**src/rtl/icache_assoc.sv**
```systemverilog
// ---------------------------------------------------------------------------
// icache_assoc
//   Set-associative instruction cache sitting between the fetch stage and
//   instruction memory. Serves one instruction per accepted request; misses
//   refill a whole line through a request/valid memory handshake. A global
//   flush invalidates every line and resets the round-robin victim pointers.
//
// Ports
//   inp_clk, inp_rst_n     clock, synchronous active-low reset
//   inp_req / out_ready    fetch request handshake (accepted when both high)
//   inp_address            fetch byte address
//   out_valid / out_hit    one-cycle response pulse, hit qualifier
//   out_instruction        fetched instruction
//   inp_flush              invalidate all lines (deferred until idle)
//   out_mem_req            refill request, held until inp_mem_valid
//   out_mem_address        line-aligned refill byte address
//   inp_mem_valid          inp_lineData valid this cycle
//   inp_lineData           refill line, word k at [INSTR_W*k +: INSTR_W]
//
// Optional feature (macro ICACHE_STATS_EN)
//   out_hit_count / out_miss_count: 16-bit saturating response counters,
//   cleared only by reset.
// ---------------------------------------------------------------------------
module icache_assoc #(
  parameter int ADDR_W         = 16,
  parameter int INSTR_W        = 16,
  parameter int WORDS_PER_LINE = 4,
  parameter int SETS           = 8,
  parameter int WAYS           = 2
) (
  input  logic                              inp_clk,
  input  logic                              inp_rst_n,
  input  logic                              inp_req,
  input  logic [ADDR_W-1:0]                 inp_address,
  output logic                              out_ready,
  output logic                              out_valid,
  output logic                              out_hit,
  output logic [INSTR_W-1:0]                out_instruction,
  input  logic                              inp_flush,
  output logic                              out_mem_req,
  output logic [ADDR_W-1:0]                 out_mem_address,
  input  logic                              inp_mem_valid,
  input  logic [INSTR_W*WORDS_PER_LINE-1:0] inp_lineData
`ifdef ICACHE_STATS_EN
  ,
  output logic [15:0]                       out_hit_count,
  output logic [15:0]                       out_miss_count
`endif
);

  localparam int LINE_W  = INSTR_W * WORDS_PER_LINE;
  localparam int BYTE_W  = $clog2(INSTR_W / 8);
  localparam int OFF_W   = $clog2(WORDS_PER_LINE);
  localparam int LINE_SH = BYTE_W + OFF_W;
  localparam int TAG_SH  = LINE_SH + $clog2(SETS);
  localparam int TAG_W   = ADDR_W - TAG_SH;
  localparam int IDX_W   = (SETS > 1) ? $clog2(SETS) : 1;
  localparam int WAY_W   = (WAYS > 1) ? $clog2(WAYS) : 1;

  typedef enum logic [1:0] {IDLE, LOOKUP, REFILL} state_t;

  state_t              state_q, state_d;
  logic [ADDR_W-1:0]   addr_q, addr_d;
  logic                flushPending_q, flushPending_d;
  logic                outValid_q, outValid_d;
  logic                outHit_q, outHit_d;
  logic [INSTR_W-1:0]  outInstr_q, outInstr_d;
  logic                memReq_q, memReq_d;
  logic [ADDR_W-1:0]   memAddr_q, memAddr_d;

  logic                valid_q [SETS][WAYS];
  logic [TAG_W-1:0]    tag_q   [SETS][WAYS];
  logic [LINE_W-1:0]   data_q  [SETS][WAYS];
  logic [WAY_W-1:0]    rr_q    [SETS];

  logic [IDX_W-1:0]    idx;
  logic [OFF_W-1:0]    off;
  logic [TAG_W-1:0]    tag;
  logic                hit;
  logic [WAY_W-1:0]    hitWay;
  logic [WAY_W-1:0]    victim;
  logic                freeFound;
  logic                doFlush;
  logic                refillWe;

  // Fields of the latched request address; the mask keeps SETS == 1 legal.
  assign idx = IDX_W'((addr_q >> LINE_SH) & ADDR_W'(SETS - 1));
  assign off = OFF_W'(addr_q >> BYTE_W);
  assign tag = TAG_W'(addr_q >> TAG_SH);

  // Tag match across the indexed set, and victim choice: the lowest invalid
  // way wins, otherwise the set's round-robin pointer.
  always_comb begin
    hit       = 1'b0;
    hitWay    = '0;
    freeFound = 1'b0;
    victim    = rr_q[idx];
    for (int w = 0; w < WAYS; w++) begin
      if (!hit && valid_q[idx][w] && (tag_q[idx][w] == tag)) begin
        hit    = 1'b1;
        hitWay = WAY_W'(w);
      end
      if (!freeFound && !valid_q[idx][w]) begin
        freeFound = 1'b1;
        victim    = WAY_W'(w);
      end
    end
  end

  // Next-state and response logic. A flush is only ever executed from IDLE,
  // so it can never collide with a refill write in the same cycle.
  always_comb begin
    state_d        = state_q;
    addr_d         = addr_q;
    flushPending_d = flushPending_q | inp_flush;
    outValid_d     = 1'b0;
    outHit_d       = outHit_q;
    outInstr_d     = outInstr_q;
    memReq_d       = memReq_q;
    memAddr_d      = memAddr_q;
    out_ready      = 1'b0;
    doFlush        = 1'b0;
    refillWe       = 1'b0;
    case (state_q)
      IDLE: begin
        out_ready = !inp_flush && !flushPending_q;
        if (flushPending_q || inp_flush) begin
          doFlush        = 1'b1;
          flushPending_d = 1'b0;
        end else if (inp_req) begin
          addr_d  = inp_address;
          state_d = LOOKUP;
        end
      end
      LOOKUP: begin
        if (hit) begin
          outValid_d = 1'b1;
          outHit_d   = 1'b1;
          outInstr_d = data_q[idx][hitWay][INSTR_W*off +: INSTR_W];
          state_d    = IDLE;
        end else begin
          memReq_d  = 1'b1;
          memAddr_d = (addr_q >> LINE_SH) << LINE_SH;
          state_d   = REFILL;
        end
      end
      REFILL: begin
        if (inp_mem_valid) begin
          refillWe   = 1'b1;
          memReq_d   = 1'b0;
          outValid_d = 1'b1;
          outHit_d   = 1'b0;
          outInstr_d = inp_lineData[INSTR_W*off +: INSTR_W];
          state_d    = IDLE;
        end
      end
      default: state_d = IDLE;
    endcase
  end

  // Control state, registered outputs and line metadata.
  always_ff @(posedge inp_clk) begin
    if (!inp_rst_n) begin
      state_q        <= IDLE;
      addr_q         <= '0;
      flushPending_q <= 1'b0;
      outValid_q     <= 1'b0;
      outHit_q       <= 1'b0;
      outInstr_q     <= '0;
      memReq_q       <= 1'b0;
      memAddr_q      <= '0;
      for (int s = 0; s < SETS; s++) begin
        rr_q[s] <= '0;
        for (int w = 0; w < WAYS; w++) begin
          valid_q[s][w] <= 1'b0;
          tag_q[s][w]   <= '0;
        end
      end
    end else begin
      state_q        <= state_d;
      addr_q         <= addr_d;
      flushPending_q <= flushPending_d;
      outValid_q     <= outValid_d;
      outHit_q       <= outHit_d;
      outInstr_q     <= outInstr_d;
      memReq_q       <= memReq_d;
      memAddr_q      <= memAddr_d;
      if (doFlush) begin
        for (int s = 0; s < SETS; s++) begin
          rr_q[s] <= '0;
          for (int w = 0; w < WAYS; w++) valid_q[s][w] <= 1'b0;
        end
      end else if (refillWe) begin
        valid_q[idx][victim] <= 1'b1;
        tag_q[idx][victim]   <= tag;
        rr_q[idx]            <= (WAYS > 1) ? rr_q[idx] + 1'b1 : '0;
      end
    end
  end

  // Line data needs no reset: it is never read while its valid bit is clear.
  always_ff @(posedge inp_clk) begin
    if (refillWe) data_q[idx][victim] <= inp_lineData;
  end

  assign out_valid       = outValid_q;
  assign out_hit         = outHit_q;
  assign out_instruction = outInstr_q;
  assign out_mem_req     = memReq_q;
  assign out_mem_address = memAddr_q;

`ifdef ICACHE_STATS_EN
  logic [15:0] hitCount_q, missCount_q;

  // Counters follow the response pulse and stick at all-ones.
  always_ff @(posedge inp_clk) begin
    if (!inp_rst_n) begin
      hitCount_q  <= '0;
      missCount_q <= '0;
    end else if (outValid_q) begin
      if (outHit_q) begin
        if (hitCount_q != 16'hFFFF) hitCount_q <= hitCount_q + 16'd1;
      end else begin
        if (missCount_q != 16'hFFFF) missCount_q <= missCount_q + 16'd1;
      end
    end
  end

  assign out_hit_count  = hitCount_q;
  assign out_miss_count = missCount_q;
`endif

endmodule

```
**config.mk**
```make
export PLATFORM = sky130hd
export DESIGN_NAME = icache_assoc
export DESIGN_NICKNAME = d
export VERILOG_FILES = /design/src/rtl/icache_assoc.sv
export SDC_FILE = /design/constraint.sdc
export NUM_CORES = 1
export LEC_CHECK = 0
export ABC_CLOCK_PERIOD_IN_PS = 5100
export BUFFER_PORTS_ARGS = -buffer_cell sky130_fd_sc_hd__buf_2
export CORE_MARGIN = 2
export CORE_UTILIZATION = 55
export DETAILED_ROUTE_END_ITERATION = 16
export PLACE_DENSITY_LB_ADDON = 0.05
export SLEW_MARGIN = 20
export SYNTH_ARGS = -nofsm -noshare
export SYNTH_HDL_FRONTEND = slang
export SYNTH_SLANG_ARGS = --single-unit
export TNS_END_PERCENT = 50
```
**constraint.sdc**
```tcl
create_clock -name inp_clk -period 5.1 [get_ports inp_clk]
set_input_delay 1.02 -clock inp_clk [delete_from_list [all_inputs] [get_ports inp_clk]]
set_output_delay 1.02 -clock inp_clk [all_outputs]
set_load 0.1 [all_outputs]
```
==> results of run 1 <==
layout by cell type (no fill, tap or decap), drive strengths merged, types with 21 or more instances in the layout:
| cell | instances |
|---|---|
| edfxtp | 1187 |
| clkinv | 54 |
| o21ai | 21 |
| nand3 | 30 |
| buf | 216 |
| nor2 | 69 |
| o31ai | 23 |
| a21oi | 90 |
| mux2i | 113 |
| and2 | 174 |
| dfxtp | 74 |
| mux4 | 293 |
| nand2 | 231 |
| clkbuf | 178 |
final timing paths:
kind	cells past startpoint	end	from	slack [ns]
setup reg to reg	12	out_instruction[0]	register	0.59
hold reg to reg	1	valid_q[7][0]	valid_q[7][0]	0.46
setup / recovery	12	out_instruction[0]	register	0.59
hold / removal	1	valid_q[7][0]	valid_q[7][0]	0.46
synth_stat cells (17+ instances only):
| library cell | n | area (µm²) |
|---|---|---|
| mux2i_1 | 112 | 1120 |
| nor2b_1 | 18 | 113 |
| o21ai_0 | 19 | 95.1 |
| nand2_1 | 231 | 867 |
| nor2_1 | 69 | 259 |
| buf_2 | 22 | 110 |
| o31ai_1 | 23 | 173 |
| o211ai_1 | 17 | 128 |
| clkbuf_1 | 133 | 499 |
| edfxtp_1 | 1187 | 35600 |
| dfxtp_1 | 74 | 1480 |
| nand3_1 | 30 | 150 |
| and2_1 | 174 | 1090 |
| a21oi_1 | 90 | 450 |
| mux4_2 | 293 | 6600 |
| buf_1 | 25 | 93.8 |
layout make-up:
type                       count  area share, %
sequential                  1261           64.5
multi-input combinational   1298           22.7
clock buffer                 178           6.45
timing repair buffer         216           2.88
tap                         1186           2.58
clock inverter                64          0.821
inverter                       6         0.0435
antenna                        4         0.0174
state kept, by name, indices dropped and copies added, names as in the netlist, 2 cells and up, named ones only:
signal	flops
out_mem_address	13
state_q	2
addr_q	15
data_q	1024
rr_q	8
valid_q	16
out_instruction	16
tag_q	160
logic make-up after synthesis:
family | after synthesis
other | 1
adder cells (fa/ha/maj) | 3
flip-flops | 1261
XOR/XNOR | 15
AO/OA/AOI/OAI | 281
AND/OR/NAND/NOR | 575
buffers and inverters | 200
multiplexers | 421
metrics by stage:
stage	instance area, µm²	TNS, ns	hold WS, ns	util (%)
floorplan	50900	-283.61	0.421	-
global placement	53400	0	0.429	58.2
CTS	57600	0	0.460	62.8
detailed placement	53400	0	0.447	58.2
global route	57600	0	0.477	62.8
finish	57600	0	0.459	62.8
routing by layer:
layer	GRT usage [%]	vias to the layer above	routed length, µm
met5	0	-	59
met4	6.90	12	2330
met3	4.20	191	8170
met2	43.8	950	61100
met1	36.1	13700	49400
li1	-	11300	-
report_power, final:
part	internal, mW	switching, mW
combinational	0.418	0.722
clock	5.33	3.87
sequential	11.4	0.0785
==> impl_metrics.yaml, run 1 <==
timing:
  report.final.slew_viol_count: 0
  slew_headroom_pct: 31.7
  fin_ws_ns: 0.589
  clock_skew_ns: 0.0303
  final_hold_viol_count: 0
  worst_pin_slew_ns: 1.02
  setup_viol: 0
  fin_crit_sh_pct: 88.5
  rsz0062_at_grt: "false"
  fmax_ghz: 0.222
  fin_crit_ns: 4.51
floorplanning:
  std_cell_rows: 111
  die_w_um: 308
  io_pins: 121
  initial_core_util_pct: 55.5
  core-area_um2: 91700
  dieArea_um2: 95000
  fp.dieH_um: 308
finish:
  fin_cells: 4213
  multi_input_area_um2: 13100
  final_layout_size_suffix_gt1_share_pct: 24.6
  finalNetCount: 3005
  regArea_um2: 37100
  fillers: 6529
  areaGrowthSynthToFinish_pct: 13.1
synth:
  ys.flop_type: "edfxtp_1"
  ys_ff_latch: 1261
  yosys.area_share.simple_pct: 5.58
  syn_avg_cell_area_um2: 18.5
  synth_edf_count: 1187
  synthMuxAreaShare_pct: 15.5
  synth_xor_area_share_pct: 0.273
  yosysSeqAreaShare_pct: 72.9
  synth_compound_area_share_pct: 3.90
  synth_top_family_by_area: "multiplexers"
  async_flop_share_pct: 0
  synth_cells: 2757
  synth_area_um2: 50900
  synth.distinct_cells: 64
  yosysWarnings: 0
  synth_fa_ha_area_share_pct: 0.0737
clocking:
  cts_setup_buffers: 0
  numCtsBuffers: 134
  worstSkewPairLatency_ns: 0.74
  cts_root_buf: "clkbuf_16"
  cts_tree: "done"
  clkTransAtPathRegs_ns: 0.06
  clockBufferDepth: 3
  cts_resized: 0
  holdBufCountCts: 0
  cts_max_level: 4
  cts.sinks: 1261
placed_design:
  gp_congestion: 0.835
  dp_hpwl_um: 65500
  dp_cells: 3967
  pre_cts_slack_ns: 0.558
  io_buffers: 116
power:
  total_power_mw: 21.8
  leakagePower_nw: 18.6
  power_density_nw_per_um2: 379
  vdd_drop_max_v: 0.000331
flow_run:
  max_cap_violations: 0
worst_setup_path:
  cp_slowest_stage_delay_ns: 0.69
  crit_path_max_fanout: 28
  start_kind: "register"
  cp_top_family: "compound AO/OA/AOI/OAI gates"
  cp.required_ns: 5.78
  cp.arrival_ns: 5.19
  crit_type: "reg -> reg"
  endpoint_kind: "register"
  slowest_stage: "dfxtp_4"
  path_cells: "buf_12, mux2i_1, a22oi_1, a21o_1, a2111oi_0, nand4_1, nand3_1, buf_4, a21oi_1, o311ai_1, o311a_1, a221o_1"
  path_buf_inv: 2
routing:
  via_per_inst: 6.22
  wirelength_um: 121000
  drc_errors: 0
  vias: 26200
  postRouteAntennaNets: 0
  drt_iter0_drc: 2693
  wl_per_cell_um: 28.7
  first_pass_iters: 7
global_routing:
  first_global_vias: 27100
  grt_use_total_pct: 26.1
  grt_pass1_wl_um: 179000
  antenna_found_initial: 11
  grt_max_degree: 146
  overflow: 0
hold_path:
  hp-class: "reg -> reg"
run_status:
  outcome: "completed"
Note: power is estimated with default switching activity, not from simulation.
==> run 2, diff against run 1 <==
--- a/config.mk
+++ b/config.mk
@@ -5,11 +5,11 @@
 export SDC_FILE = /design/constraint.sdc
 export NUM_CORES = 1
 export LEC_CHECK = 0
-export ABC_CLOCK_PERIOD_IN_PS = 5100
-export BUFFER_PORTS_ARGS = -buffer_cell sky130_fd_sc_hd__buf_2
+export ABC_CLOCK_PERIOD_IN_PS = 4680
 export CORE_MARGIN = 2
 export CORE_UTILIZATION = 55
 export DETAILED_ROUTE_END_ITERATION = 16
+export DONT_BUFFER_PORTS = 1
 export PLACE_DENSITY_LB_ADDON = 0.05
 export SLEW_MARGIN = 20
 export SYNTH_ARGS = -nofsm -noshare
==> constraint.sdc (replaced) <==
create_clock -name inp_clk -period 4.68 [get_ports inp_clk]
set_input_delay 0.936 -clock inp_clk [delete_from_list [all_inputs] [get_ports inp_clk]]
set_output_delay 0.936 -clock inp_clk [all_outputs]
set_load 0.1 [all_outputs]
==> impl_metrics.yaml, run 2 (synthesis gave the netlist of run 1 again) <==
finish:
  areaGrowthSynthToFinish_pct: 12.1
  final_layout_size_suffix_gt1_share_pct: 21.8
  layout_common_cells: "edfxtp_1 (1187), mux4_2 (293), nand2_1 (231)"
  top_regs: "data_q: 1024 flops, tag_q: 160 flops"
  fin_cells: 4108
  fillers: 6555
  largest_reg_flops: 1024
  final_common_cell: "edfxtp_1"
  finalNetCount: 2901
  regMostFlops: "data_q"
  antenna_cells: 0
power:
  vdd_drop_max_v: 0.000365
  leakagePower_nw: 18.1
  power_density_nw_per_um2: 414
routing:
  wirelength_um: 125000
  wl_per_cell_um: 30.4
  first_pass_iters: 5
  vias: 26100
  drc_errors: 0
  postRouteAntennaNets: 0
  drt_iter0_drc: 2422
  via_per_inst: 6.35
clocking:
  holdBufCountCts: 0
  cts_tree: "done"
  cts_max_level: 4
  worstSkewPairLatency_ns: 0.73
  numCtsBuffers: 135
  clkTransAtPathRegs_ns: 0.06
  cts.sinks: 1261
  cts_root_buf: "clkbuf_16"
  clockBufferDepth: 3
global_routing:
  overflow: 0
  grt_pass1_wl_um: 182000
  top_usage_layer: "met2"
  use_met3_pct: 6.12
  grt_max_degree: 96
  gr-usage-met1_pct: 35.9
  grtUsageMet2_pct: 44.2
  antenna_found_initial: 0
  grt_use_total_pct: 26.9
  first_global_vias: 27100
floorplanning:
  dieArea_um2: 95000
  core-area_um2: 91700
  die_w_um: 308
  initial_core_util_pct: 55.5
  io_pins: 121
  std_cell_rows: 111
  fp.dieH_um: 308
timing:
  fmax_ghz: 0.225
  fin_crit_ns: 4.45
  fin_crit_sh_pct: 95.1
  clock_skew_ns: 0.0206
  slew_headroom_pct: 23.3
  report.final.slew_viol_count: 0
  final_hold_viol_count: 0
  setup_viol: 0
  rsz0062_at_grt: "false"
  finalSetupTns_ns: 0
  worst_pin_slew_ns: 1.15
hold_path:
  hp-class: "in -> reg"
placed_design:
  dp_cells: 3862
  dp_hpwl_um: 66900
  io_buffers: 0
  gp_congestion: 0.805
worst_setup_path:
  crit_type: "reg -> reg"
  start_kind: "register"
  cp.required_ns: 5.35
  crit_path_max_fanout: 24
  cp.arrival_ns: 5.12
  endpoint_kind: "register"
run_status:
  outcome: "completed"
flow_run:
  max_cap_violations: 0
run 2: cell types whose count changed in the layout (fill, tap and decap cells not counted), sizes merged:
| cell | change |
|---|---|
| bufinv | -1 |
| clkbuf | +5 |
| buf | -105 |
| inv | +5 |
| clkinv | -5 |
| diode | -4 |
run 2: per-stage QoR:
step | setup slack [ns] | hold slack (ns) | util [%] | power (mW) | cell area (µm²)
6_report | 0.231 | 0.297 | 62.3 | 23.6 | 57100
5_1_grt | 0.0888 | 0.258 | 62.3 | 24.3 | 57100
4_1_cts | 0.235 | 0.246 | 62.3 | 23.8 | 57100
3_5_place_dp | 0.260 | 0.443 | 57.7 | 13.8 | 52900
3_3_place_gp | 0.285 | 0.436 | 57.7 | 13.8 | 52900
2_1_floorplan | -0.759 | 0.421 | - | 13.5 | 50900
run 2: power breakdown:
part           switching [mW]  internal (mW)
logic                   0.571          0.424
clock network            4.26           5.82
registers               0.172           12.4
total                    5.00           18.6
run 2: worst max-delay path: stages, from the launching register on:
cell and delay, ns:
dfxtp_4 0.55, buf_12 0.26, mux4_2 0.56, mux2i_1 0.18
xnor2_1 0.11, a2111oi_0 0.73, and4_1 0.34, nor3_2 0.09
buf_4 0.23, mux2i_1 0.14, mux2_2 0.26, o211ai_1 0.68
a221o_1 0.25
run 2: path summary, 6_finish.rpt:
kind / start / to / slack (ns) / cells past startpoint
min reg2reg: valid_q[6][0] / valid_q[6][0] / 0.46 / 1
min: inp_lineData[42] / data_q[7][106] / 0.30 / 0
max reg2reg: register / out_instruction[7] / 0.23 / 12
max: register / out_instruction[7] / 0.23 / 12
run 2: final cells by class:
type                       instances  area, µm²  area share (%)
inverter                           6       25.0          0.0438
tap                             1186       1480            2.60
sequential                      1261      37100            65.1
timing repair buffer             111       1160            2.04
clock buffer                     183       3770            6.60
clock inverter                    63        420           0.737
multi-input combinational       1298      13100            22.9
run 2: layer usage:
layer  part of all wire [%]  routed length (µm)
met1                     40               50000
met2                     49               61700
met3                    7.6                9510
met4                    2.9                3570
met5                      0                   0
run 2: what timing repair did:
| action | CTS | global route |
|---|---|---|
| setup endpoints to repair | 0 | 1 |
| gates resized for setup | 0 | 1 |
| buffers inserted | 0 | 0 |
